--- config.mk ---
export PLATFORM = sky130hd
export DESIGN_NAME = operation_unit_seq_flat
export DESIGN_NICKNAME = d
export VERILOG_FILES = /design/src/rtl/operation_unit_seq_pkg.sv /design/src/rtl/operation_unit_seq_if.sv /design/src/rtl/operation_unit_seq_alu.sv /design/src/rtl/operation_unit_seq.sv /design/src/flat_wrapper.sv
export SDC_FILE = /design/constraint.sdc
export NUM_CORES = 1
export LEC_CHECK = 0
export ABC_AREA = 1
export CAP_MARGIN = 10
export CORE_UTILIZATION = 60
export DETAILED_ROUTE_END_ITERATION = 10
export PLACE_DENSITY = 0.79
export SLEW_MARGIN = 10
export SYNTH_ARGS = -nofsm -noshare
export SYNTH_HDL_FRONTEND = slang
export SYNTH_HIERARCHICAL = 1
export SYNTH_SLANG_ARGS = --single-unit
export TNS_END_PERCENT = 100
--- constraint.sdc ---
create_clock -name clk -period 5.8 [get_ports clk]
set_input_delay 1.16 -clock clk [delete_from_list [all_inputs] [get_ports clk]]
set_output_delay 1.16 -clock clk [all_outputs]
set_load 0.005 [all_outputs]
--- src/rtl/operation_unit_seq_pkg.sv ---
// Shared definitions for the accumulator/ALU execution unit.
//   - opcode encodings (4-bit op field driven by the control unit)
//   - FSM state encoding for the multi-cycle sequencer
//   - small decode helper
package operation_unit_seq_pkg;

  localparam logic [3:0] OP_LOAD = 4'd0;
  localparam logic [3:0] OP_ADD  = 4'd1;
  localparam logic [3:0] OP_ADC  = 4'd2;
  localparam logic [3:0] OP_SUB  = 4'd3;
  localparam logic [3:0] OP_AND  = 4'd4;
  localparam logic [3:0] OP_OR   = 4'd5;
  localparam logic [3:0] OP_XOR  = 4'd6;
  localparam logic [3:0] OP_NOT  = 4'd7;
  localparam logic [3:0] OP_SHL  = 4'd8;
  localparam logic [3:0] OP_SHR  = 4'd9;
  localparam logic [3:0] OP_MUL  = 4'd10;
  localparam logic [3:0] OP_CLC  = 4'd11;
  // 12..15 are NOPs

  typedef enum logic [1:0] {
    S_IDLE  = 2'd0,
    S_SHIFT = 2'd1,
    S_MUL   = 2'd2
  } state_e;

  function automatic logic is_shift(input logic [3:0] op);
    return (op == OP_SHL) || (op == OP_SHR);
  endfunction

endpackage

--- src/rtl/operation_unit_seq_if.sv ---
// Control/data bus between the control unit and the execution unit.
//   master : control side (drives start/op/acc_sel/in_b, observes status)
//   slave  : execution unit (drives busy/done/result/mul_hi/cy/z)
interface operation_unit_seq_if #(
  parameter int WIDTH = 8,
  parameter int NACC  = 4
);
  localparam int ASEL_W = (NACC > 1) ? $clog2(NACC) : 1;

  logic              start;
  logic [3:0]        op;
  logic [ASEL_W-1:0] acc_sel;
  logic [WIDTH-1:0]  in_b;
  logic              busy;
  logic              done;
  logic [WIDTH-1:0]  result;
  logic [WIDTH-1:0]  mul_hi;
  logic              cy;
  logic              z;

  modport master (
    output start, op, acc_sel, in_b,
    input  busy, done, result, mul_hi, cy, z
  );

  modport slave (
    input  start, op, acc_sel, in_b,
    output busy, done, result, mul_hi, cy, z
  );

endinterface

--- src/rtl/operation_unit_seq_alu.sv ---
// alu_comb: purely combinational single-cycle operations.
//   a, b   : accumulator value and bus operand
//   op     : opcode
//   cy_in  : current carry flag
//   res    : value to write back to the accumulator
//   cy_out : next carry flag (cy_in when the op leaves it alone)
//   we     : accumulator (and zero flag) write enable
// Shift opcodes only arrive here with a zero count, so they pass A through.
module alu_comb
  import operation_unit_seq_pkg::*;
#(
  parameter int WIDTH = 8
) (
  input  logic [WIDTH-1:0] a,
  input  logic [WIDTH-1:0] b,
  input  logic [3:0]       op,
  input  logic             cy_in,
  output logic [WIDTH-1:0] res,
  output logic             cy_out,
  output logic             we
);

  logic [WIDTH:0] sum;

  always_comb begin
    res    = a;
    cy_out = cy_in;
    we     = 1'b1;
    sum    = '0;
    case (op)
      OP_LOAD: res = b;
      OP_ADD: begin
        sum    = {1'b0, a} + {1'b0, b};
        res    = sum[WIDTH-1:0];
        cy_out = sum[WIDTH];
      end
      OP_ADC: begin
        sum    = {1'b0, a} + {1'b0, b} + {{WIDTH{1'b0}}, cy_in};
        res    = sum[WIDTH-1:0];
        cy_out = sum[WIDTH];
      end
      OP_SUB: begin
        // bit WIDTH of the extended difference is the borrow (a < b)
        sum    = {1'b0, a} - {1'b0, b};
        res    = sum[WIDTH-1:0];
        cy_out = sum[WIDTH];
      end
      OP_AND:  res = a & b;
      OP_OR:   res = a | b;
      OP_XOR:  res = a ^ b;
      OP_NOT:  res = ~a;
      OP_SHL, OP_SHR: res = a;
      OP_CLC: begin
        cy_out = 1'b0;
        we     = 1'b0;
      end
      default: we = 1'b0;  // MUL (never committed here) and NOPs
    endcase
  end

endmodule

--- src/rtl/operation_unit_seq.sv ---
// operation_unit_seq: NACC-accumulator execution unit with shared CY/Z flags.
//   clk, rst : clock, synchronous active-high reset
//   bus      : slave side of operation_unit_seq_if
//              start/op/acc_sel/in_b in; busy/done/result/mul_hi/cy/z out
// Single-cycle ops commit on the accepting edge. SHL/SHR (count >= 1) and MUL
// run in work registers one step per edge and write the accumulator only on
// the final step, so partial values are never visible through result.
module operation_unit_seq
  import operation_unit_seq_pkg::*;
#(
  parameter int WIDTH = 8,
  parameter int NACC  = 4
) (
  input  logic                clk,
  input  logic                rst,
  operation_unit_seq_if.slave bus
);

  localparam int ASEL_W = (NACC > 1) ? $clog2(NACC) : 1;
  localparam int CNT_W  = $clog2(WIDTH + 1);
  localparam logic [WIDTH-1:0] WMAX = WIDTH[WIDTH-1:0];

  logic [NACC-1:0][WIDTH-1:0] acc_q;
  logic [WIDTH-1:0]  mul_hi_q;
  logic              cy_q, z_q, done_q;

  state_e            state_q, state_nxt;
  logic [CNT_W-1:0]  cnt_q, cnt_nxt;
  logic [WIDTH-1:0]  wk_q, wk_nxt;     // shift value / multiplier low half
  logic [WIDTH-1:0]  hi_q, hi_nxt;     // product high half
  logic [WIDTH-1:0]  b_q, b_nxt;       // latched multiplicand
  logic              shl_q, shl_nxt;   // shift direction
  logic [ASEL_W-1:0] sel_q, sel_nxt;   // target accumulator of op in flight

  logic              acc_we, cy_we, z_we, mh_we, commit;
  logic [ASEL_W-1:0] acc_idx;
  logic [WIDTH-1:0]  acc_wd, mh_wd;
  logic              cy_wd;

  logic [WIDTH-1:0]  acc_rd;
  logic [WIDTH-1:0]  alu_res;
  logic              alu_cy, alu_we;
  logic              accept, bit_out;
  logic [WIDTH-1:0]  n_full;
  logic [CNT_W-1:0]  n_cnt;
  logic [WIDTH:0]    madd;
  logic [2*WIDTH:0]  mstep;

  // Read mux follows the live acc_sel; out-of-range selects read zero.
  always_comb begin
    acc_rd = '0;
    for (int i = 0; i < NACC; i++)
      if (bus.acc_sel == ASEL_W'(i)) acc_rd = acc_q[i];
  end

  alu_comb #(.WIDTH(WIDTH)) u_alu (
    .a      (acc_rd),
    .b      (bus.in_b),
    .op     (bus.op),
    .cy_in  (cy_q),
    .res    (alu_res),
    .cy_out (alu_cy),
    .we     (alu_we)
  );

  assign accept = bus.start && (state_q == S_IDLE);
  assign n_full = (bus.in_b > WMAX) ? WMAX : bus.in_b;
  assign n_cnt  = n_full[CNT_W-1:0];

  // One shift-add step: add multiplicand if the multiplier LSB is set, then
  // shift {carry, hi, lo} right; lo gradually fills with product bits.
  assign madd  = {1'b0, hi_q} + (wk_q[0] ? {1'b0, b_q} : {(WIDTH+1){1'b0}});
  assign mstep = {madd, wk_q};
  assign bit_out = shl_q ? wk_q[WIDTH-1] : wk_q[0];

  always_comb begin
    state_nxt = state_q;
    cnt_nxt   = cnt_q;
    wk_nxt    = wk_q;
    hi_nxt    = hi_q;
    b_nxt     = b_q;
    shl_nxt   = shl_q;
    sel_nxt   = sel_q;
    commit    = 1'b0;
    acc_we    = 1'b0;
    acc_idx   = sel_q;
    acc_wd    = wk_q;
    cy_we     = 1'b0;
    cy_wd     = cy_q;
    z_we      = 1'b0;
    mh_we     = 1'b0;
    mh_wd     = hi_q;
    case (state_q)
      S_IDLE: begin
        if (accept) begin
          sel_nxt = bus.acc_sel;
          b_nxt   = bus.in_b;
          wk_nxt  = acc_rd;
          if (is_shift(bus.op) && (n_cnt != '0)) begin
            state_nxt = S_SHIFT;
            cnt_nxt   = n_cnt;
            shl_nxt   = (bus.op == OP_SHL);
          end else if (bus.op == OP_MUL) begin
            state_nxt = S_MUL;
            cnt_nxt   = CNT_W'(WIDTH);
            hi_nxt    = '0;
          end else begin
            commit  = 1'b1;
            acc_we  = alu_we;
            acc_idx = bus.acc_sel;
            acc_wd  = alu_res;
            z_we    = alu_we;
            cy_we   = 1'b1;
            cy_wd   = alu_cy;
          end
        end
      end
      S_SHIFT: begin
        wk_nxt  = shl_q ? (wk_q << 1) : (wk_q >> 1);
        cnt_nxt = cnt_q - CNT_W'(1);
        if (cnt_q == CNT_W'(1)) begin
          state_nxt = S_IDLE;
          commit    = 1'b1;
          acc_we    = 1'b1;
          acc_wd    = wk_nxt;
          z_we      = 1'b1;
          cy_we     = 1'b1;
          cy_wd     = bit_out;
        end
      end
      S_MUL: begin
        hi_nxt  = mstep[2*WIDTH:WIDTH+1];
        wk_nxt  = mstep[WIDTH:1];
        cnt_nxt = cnt_q - CNT_W'(1);
        if (cnt_q == CNT_W'(1)) begin
          state_nxt = S_IDLE;
          commit    = 1'b1;
          acc_we    = 1'b1;
          acc_wd    = wk_nxt;
          z_we      = 1'b1;
          cy_we     = 1'b1;
          cy_wd     = 1'b0;
          mh_we     = 1'b1;
          mh_wd     = hi_nxt;
        end
      end
      default: state_nxt = S_IDLE;
    endcase
  end

  always_ff @(posedge clk) begin
    if (rst) begin
      state_q  <= S_IDLE;
      acc_q    <= '0;
      mul_hi_q <= '0;
      cy_q     <= 1'b0;
      z_q      <= 1'b1;
      done_q   <= 1'b0;
      cnt_q    <= '0;
      wk_q     <= '0;
      hi_q     <= '0;
      b_q      <= '0;
      shl_q    <= 1'b0;
      sel_q    <= '0;
    end else begin
      state_q <= state_nxt;
      cnt_q   <= cnt_nxt;
      wk_q    <= wk_nxt;
      hi_q    <= hi_nxt;
      b_q     <= b_nxt;
      shl_q   <= shl_nxt;
      sel_q   <= sel_nxt;
      done_q  <= commit;
      for (int i = 0; i < NACC; i++)
        if (acc_we && (acc_idx == ASEL_W'(i))) acc_q[i] <= acc_wd;
      if (z_we)  z_q      <= (acc_wd == '0);
      if (cy_we) cy_q     <= cy_wd;
      if (mh_we) mul_hi_q <= mh_wd;
    end
  end

  assign bus.busy   = (state_q != S_IDLE);
  assign bus.done   = done_q;
  assign bus.result = acc_rd;
  assign bus.mul_hi = mul_hi_q;
  assign bus.cy     = cy_q;
  assign bus.z      = z_q;

endmodule
--- src/flat_wrapper.sv ---
// flat-port wrapper written by rule: the top's interface ports become plain ports
module operation_unit_seq_flat import operation_unit_seq_pkg::*;
#(
  parameter int WIDTH = 8,
  parameter int NACC  = 4
)
  (clk, rst, bus_start, bus_op, bus_acc_sel, bus_in_b, bus_busy, bus_done, bus_result, bus_mul_hi, bus_cy, bus_z);
  operation_unit_seq_if #(.WIDTH(WIDTH), .NACC(NACC)) bus_i ();
  input  logic clk;
  input  logic rst;
  input wire logic [$bits(bus_i.start)-1:0] bus_start;
  input wire logic [$bits(bus_i.op)-1:0] bus_op;
  input wire logic [$bits(bus_i.acc_sel)-1:0] bus_acc_sel;
  input wire logic [$bits(bus_i.in_b)-1:0] bus_in_b;
  output wire logic [$bits(bus_i.busy)-1:0] bus_busy;
  output wire logic [$bits(bus_i.done)-1:0] bus_done;
  output wire logic [$bits(bus_i.result)-1:0] bus_result;
  output wire logic [$bits(bus_i.mul_hi)-1:0] bus_mul_hi;
  output wire logic [$bits(bus_i.cy)-1:0] bus_cy;
  output wire logic [$bits(bus_i.z)-1:0] bus_z;
  assign bus_i.start = bus_start;
  assign bus_i.op = bus_op;
  assign bus_i.acc_sel = bus_acc_sel;
  assign bus_i.in_b = bus_in_b;
  assign bus_busy = bus_i.busy;
  assign bus_done = bus_i.done;
  assign bus_result = bus_i.result;
  assign bus_mul_hi = bus_i.mul_hi;
  assign bus_cy = bus_i.cy;
  assign bus_z = bus_i.z;
  operation_unit_seq #(.WIDTH(WIDTH), .NACC(NACC)) u_core (.clk(clk), .rst(rst), .bus(bus_i));
endmodule
# Yosys cells after proc, flatten, opt, wreduce, memory -nomap -nowiden
# Index checks and enable logic that the tools add are counted.
# W data, S select, Z words.
# word_totals
ff_bits	76
input_bits	17
elab_cells	134
# classes
add_sub_neg	5
n_lt_le_gt_ge	1
eq_ne	29
mux	54
bitwise_logic	4
reduce_logical	26
# ops
cell	n
$mux W8	17
$pmux W8 S8	1
$pmux W8 S3	2
$eq A4 B3 Y1 const B	4
$eq A4 B4 Y1 const B	4
$mux W2	8
$mux W4	4
$pmux W8 S2	1
$mux W1	15
$eq A2 B2 Y1 const B	5
$reduce_or A10 Y1	1
$add A8 B8 Y9	1
$add A8 B9 Y9	1
$add A9 B1 Y9	1
$reduce_and A3 Y1	3
$sub A8 B8 Y9	1
$and A8 B8 Y8	1
$eq A4 B1 Y1 const B	2
$eq A4 B2 Y1 const B	2
$gt A8 B4 Y1 const B	1
$logic_not A8 Y1	1
$ne A2 B1 Y1 const B	4
$not A8 Y8	1
$or A8 B8 Y8	1
other kinds (22)	37

# Longest topological paths before layout
# logic_depth
ltp_word	13
mapped_depth	29
mapped_depth_nobuf	28

# Hierarchy
# Netlist, hierarchy kept.
# modules_own_cells
module	n_inst	cells_each	area_each_um2	seq_area_each_um2
operation_unit_seq	1	619	4219.0	1521.5
alu_comb	1	301	1726.7	0.0

# Least setup slack after synthesis
# Ideal clock, no wire load.
# synth_path
path_kind	input to register
start	input bus_acc_sel[0]
end	register u_core/acc_q[22] in the netlist's numbering
setup_ns	0.129
arrival_ns	3.891
required_ns	5.671
setup_slack_ns	1.780
cell_stages	24
path_buffers	0
cell_sequence	inv_1 nor2_1 nand2_1 nand4_1 ha_1 fa_1 ha_1 inv_1 nor2_4 nand3_4 nor2_2 nand2_2 nand3_1 nand3_1 nand2_1 inv_1 inv_1 nand4_1 nand3_1 nand2_1 o21ai_0 nor2_1 a21oi_1 nor2_1
# synth_via
elab_chain_cells	12
word_cells_on_any_way	26
# synth_rtl
item	line	rtl
from (decl)	flat_wrapper.sv:13	input wire logic [$bits(bus_i.acc_sel)-1:0] bus_acc_sel;
$logic_not A2 Y1	operation_unit_seq.sv:53	if (bus.acc_sel == ASEL_W'(i)) acc_rd = acc_q[i];
$mux W8 (3 in a row)	operation_unit_seq.sv:53	
$mux W8 (*)	operation_unit_seq.sv:53	
via bus_result[0]	flat_wrapper.sv:17	output wire logic [$bits(bus_i.result)-1:0] bus_result;
$add A8 B8 Y9	operation_unit_seq_alu.sv:33, operation_unit_seq_alu.sv:38	
$add A9 B1 Y9	operation_unit_seq_alu.sv:38	sum = {1'b0, a} + {1'b0, b} + {{WIDTH{1'b0}}, cy_in};
$pmux W8 S8 (*)	operation_unit_seq_alu.sv:30	case (op)
via u_core.alu_res[6]	operation_unit_seq.sv:41	logic [WIDTH-1:0] alu_res;
$mux W8 (*)	operation_unit_seq.sv:103	end else if (bus.op == OP_MUL) begin
$mux W8 (*)	operation_unit_seq.sv:99	if (is_shift(bus.op) && (n_cnt != '0)) begin
$mux W8 (*)	operation_unit_seq.sv:95	if (accept) begin
$pmux W8 S3 (*)	operation_unit_seq.sv:93	case (state_q)
to (signal, indexed assignment)	operation_unit_seq.sv:175	if (acc_we && (acc_idx == ASEL_W'(i))) acc_q[i] <= acc_wd;
to (decl)	operation_unit_seq.sv:23	logic [NACC-1:0][WIDTH-1:0] acc_q;
# The timed path passes the listed nets; every way through them passes the cells marked *.
# A chain may end at the register's enable or synchronous reset.

# Worst setup path in the final report
# layout_path
start	input bus_acc_sel[0]
end	register u_core/acc_q[4] in the netlist's numbering
# layout_via
elab_chain_cells	12
word_cells_on_any_way	26
# layout_rtl
item	line
$logic_not A2 Y1	operation_unit_seq.sv:53
$mux W8 (3 in a row)	operation_unit_seq.sv:53
$mux W8 (*)	operation_unit_seq.sv:53
$add A8 B8 Y9	operation_unit_seq_alu.sv:33, operation_unit_seq_alu.sv:38
$add A9 B1 Y9	operation_unit_seq_alu.sv:38
$pmux W8 S8 (*)	operation_unit_seq_alu.sv:30
via u_core.alu_res[4]	operation_unit_seq.sv:41
$mux W8 (*)	operation_unit_seq.sv:103
$mux W8 (*)	operation_unit_seq.sv:99
$mux W8 (*)	operation_unit_seq.sv:95
$pmux W8 S3 (*)	operation_unit_seq.sv:93
# Marks and branches as above.

==> run_results.csv <==
group,metric,value,unit
outcome,outcome,"complete, no violations",
synthesis,synth_cell_types,45,
critical_path,cp-startpoint,"bus_acc_sel[0]",
global_routing,grt_first_pass_wirelength,30600,um
timing,tightest_slew,1.20,ns
critical_path,crit_path_frequent_cell,"inv_1",
global_routing,grt_usage,38.8,%
power,irDropWorstVdd,0.203,mV
critical_path,slowest_delay,0.55,ns
timing,fin_crit_sh,88.8,%
timing,slew_violations,0,
synthesis,synth_most_common_cell,"nand2_1",
min_path,min_from,"u_core/acc_q[31]",
die,ios,37,
finish,multiInputGateArea,0.00375,sq mm
detailed_routing,via_per_inst,6.09,
synthesis,synth_area,0.00595,sq mm
detailed_routing,drc,0,
synthesis,synth_nets,980,
clock_tree,clk_path_buf_depth,2,
die,std_cell_rows,35,
critical_path,cp_top_family,"simple AND/OR/NAND/NOR gates",
synthesis,synthDominantCellAreaShare,25.6,%
critical_path,crit_path_top_delay_cell,"clkdlybuf4s50_1",
clock_tree,cts_root_buf,"clkbuf_8",
finish,layout-drive-gt1-share,7.52,%
global_routing,overflow,0,
critical_path,critPathKind,"primary input to register",
die,core-area,0.00942,sq mm
synthesis,synth_commonest_cells,"nand2_1, inv_1, nor2_1, a21oi_1, dfxtp_1",
placed_design,hpwl,14300,um
detailed_routing,drt_iter0_drc,663,
synthesis,ys_warn_count,6,
timing,rsz0062_at_grt,"false",
clock_tree,cts.sinks,76,
timing,fmax,194,MHz
clock_tree,cts_tree,"yes",
critical_path,cp.arrival,5.40,ns
global_routing,grt_max_degree,45,
die,die_w,102,um
power,power_density,216,mW/mm^2
detailed_routing,drtPass1Iterations,5,
finish,seqCellArea,0.00152,sq mm
die,die-area,0.0103,sq mm
placed_design,post_dp_cell_area,0.00634,sq mm
critical_path,end_kind,"register",
clock_tree,numCtsBuffers,9,
synthesis,yosys.area.top_type,"dfxtp_1",
synthesis,synth_area_leaders,"dfxtp_1, nand2_1, ha_1",
critical_path,path_cells,"clkdlybuf4s50_1 -> inv_1 -> nor2_1 -> nand2_1 -> nand4_1 -> inv_1 -> ha_1 -> inv_1 -> fa_1 -> inv_1 -> nor3_1 -> o21ai_0 -> nand2_1 -> o21ai_0 -> a21oi_1 -> a21oi_1 -> inv_1 -> nand4_1 -> nand3_1 -> nand2_1 -> nand2_1 -> inv_1 -> o21ai_0 -> nor2_1",
timing,finalCriticalPeriod,5.15,ns
critical_path,critPathMaxFanout,8,
synthesis,async_reset_ff_share,0,%
detailed_routing,routed_wl,19000,um
detailed_routing,num_vias,6530,
power,leakage,2.99,nW
clock_tree,ctsResizeCount,0,
flow_run,cap_violations,0,
detailed_routing,drtAntennaViolNets,0,
synthesis,synth_edf_count,0,
detailed_routing,wl_per_cell,17.7,um
clock_tree,cts-hold-fix-buffers,0,
clock_tree,clk_latency,0.36,ns
timing,slew_headroom,20.1,%
global_routing,grt_pass1_vias,6039,
timing,finalSetupTns,0,ns
placed_design,io_buffers,36,
timing,hold_viol_final,0,
synthesis,syn_area_per_cell,6.46,sq um
critical_path,regToRegStartpoint,"u_core/acc_q[8]",
synthesis,netlist_instances,920,
die,die_height,102,um
timing,finalSetupViolCount,0,
timing,finalClockSkew,0.0166,ns
synthesis,synth_ff_type,"dfxtp_1",
min_path,hold_class,"register to register",
finish,layout.nets,1001,
die,start_util,63.1,%
power,finalPower,1.41,mW
clock_tree,htree_levels,3,
synthesis,ys_seq_area_share,25.6,%
critical_path,cp-start-kind,"primary input",
finish,syn2layout_area_growth,9.60,%
global_routing,antenna_found_initial,0,
placed_design,gp_congestion,1.03,
finish,fillers,826,
finish,diodes,0,
critical_path,worstPathRequired,6.05,ns
synthesis,ys_ff_latch,76,
timing,hold_slack,0.456,ns
critical_path,path_buf_inv,7,
finish,design_area,0.00652,sq mm
clock_tree,post_cts_buffers,0,
clock_tree,path_clk_slew,0.08,ns
-- state kept, by name, summed over array words and instances, names as in the netlist, 2 cells and up --
name and count:
u_core/hi_q 8, u_core/cnt_q 4, u_core/state_q 2, u_core/wk_q 8, u_core/sel_q 2, u_core/b_q 8, u_core/bus.mul_hi 8, u_core/acc_q 32
-- kinds of logic (layout without fill, tap and decap cells) --
kind of cell    count (synthesis)  count (layout)  synth area share [%]
compound gates                217             217                  20.7
xor+xnor                        6               6                 0.884
fa+ha+maj                      43              43                  9.43
buf+inv                       163             187                  11.3
flops                          76              76                  25.6
simple gates                  415             415                  32.1
-- layout make-up --
| type | count | area share (%) |
|---|---|---|
| tap | 129 | 2.48 |
| inverter | 131 | 7.66 |
| clock buffer | 9 | 1.90 |
| clock inverter | 5 | 0.845 |
| multi-input combinational | 681 | 57.5 |
| sequential | 76 | 23.3 |
| timing repair buffer | 42 | 6.22 |
-- report_power, final --
group / internal (mW) / total, mW / switching, mW
Clock: 0.193 / 0.397 / 0.205
Sequential: 0.553 / 0.577 / 0.0242
Combinational: 0.135 / 0.436 / 0.300
Total: 0.881 / 1.41 / 0.529
-- worst reg2reg max path: cells and delay by family (launching register included) --
kind | cells | cell delay, ns
AO/OA/AOI/OAI | 2 | 0.42
adder cells (fa/ha/maj) | 3 | 1.19
buffers and inverters | 3 | 0.15
flip-flops | 1 | 0.32
AND/OR/NAND/NOR | 14 | 1.54
-- final timing paths --
| kind | to | cells past startpoint | slack [ns] |
|---|---|---|---|
| worst max-delay path | u_core/acc_q[4] | 24 | 0.65 |
| worst max register to register | u_core/acc_q[22] | 22 | 2.06 |
| worst min register to register | u_core/acc_q[31] | 2 | 0.46 |
| worst min-delay path | u_core/acc_q[31] | 2 | 0.46 |
-- stage by stage --
stage / util (%) / worst slack (ns) / instances
floorplan: - / 1.78 / 920
global placement: 67.3 / 0.441 / 1059
detailed placement: 67.3 / 0.427 / 1059
CTS: 69.2 / 0.760 / 1073
global route: 69.2 / 0.307 / 1073
finish: 69.2 / 0.651 / 1073
-- cell usage in the layout, fill, tap and decap left out, types with 4 or more instances in the layout --
master,netlist,final
o21ai_1,10,10
a31oi_1,4,4
nand4_1,23,23
ha_1,40,40
nor3_1,12,12
nor2_1,91,91
nor2_2,8,8
nand2_4,4,4
clkbuf_8,0,9
xor2_1,6,6
nand3_1,49,49
nand2_1,200,200
nand3_2,7,7
nor2_4,4,4
a221oi_1,5,5
inv_1,124,124
nand2_2,11,11
a22oi_1,6,6
o21bai_1,6,6
inv_2,6,6
o22ai_1,9,9
clkdlybuf4s50_1,0,36
a21oi_1,90,90
o21ai_0,70,70
buf_4,1,6
dfxtp_1,76,76
-- routing by layer --
layer	part of all wire, %	GRT usage, %	up-vias
met1	40	50.9	3029
li1	-	-	3070
met4	3.1	17.1	0
met3	11	5.66	42
met2	46	63.2	389
met5	0	0	-
Note: power is estimated with default switching activity, not from simulation.
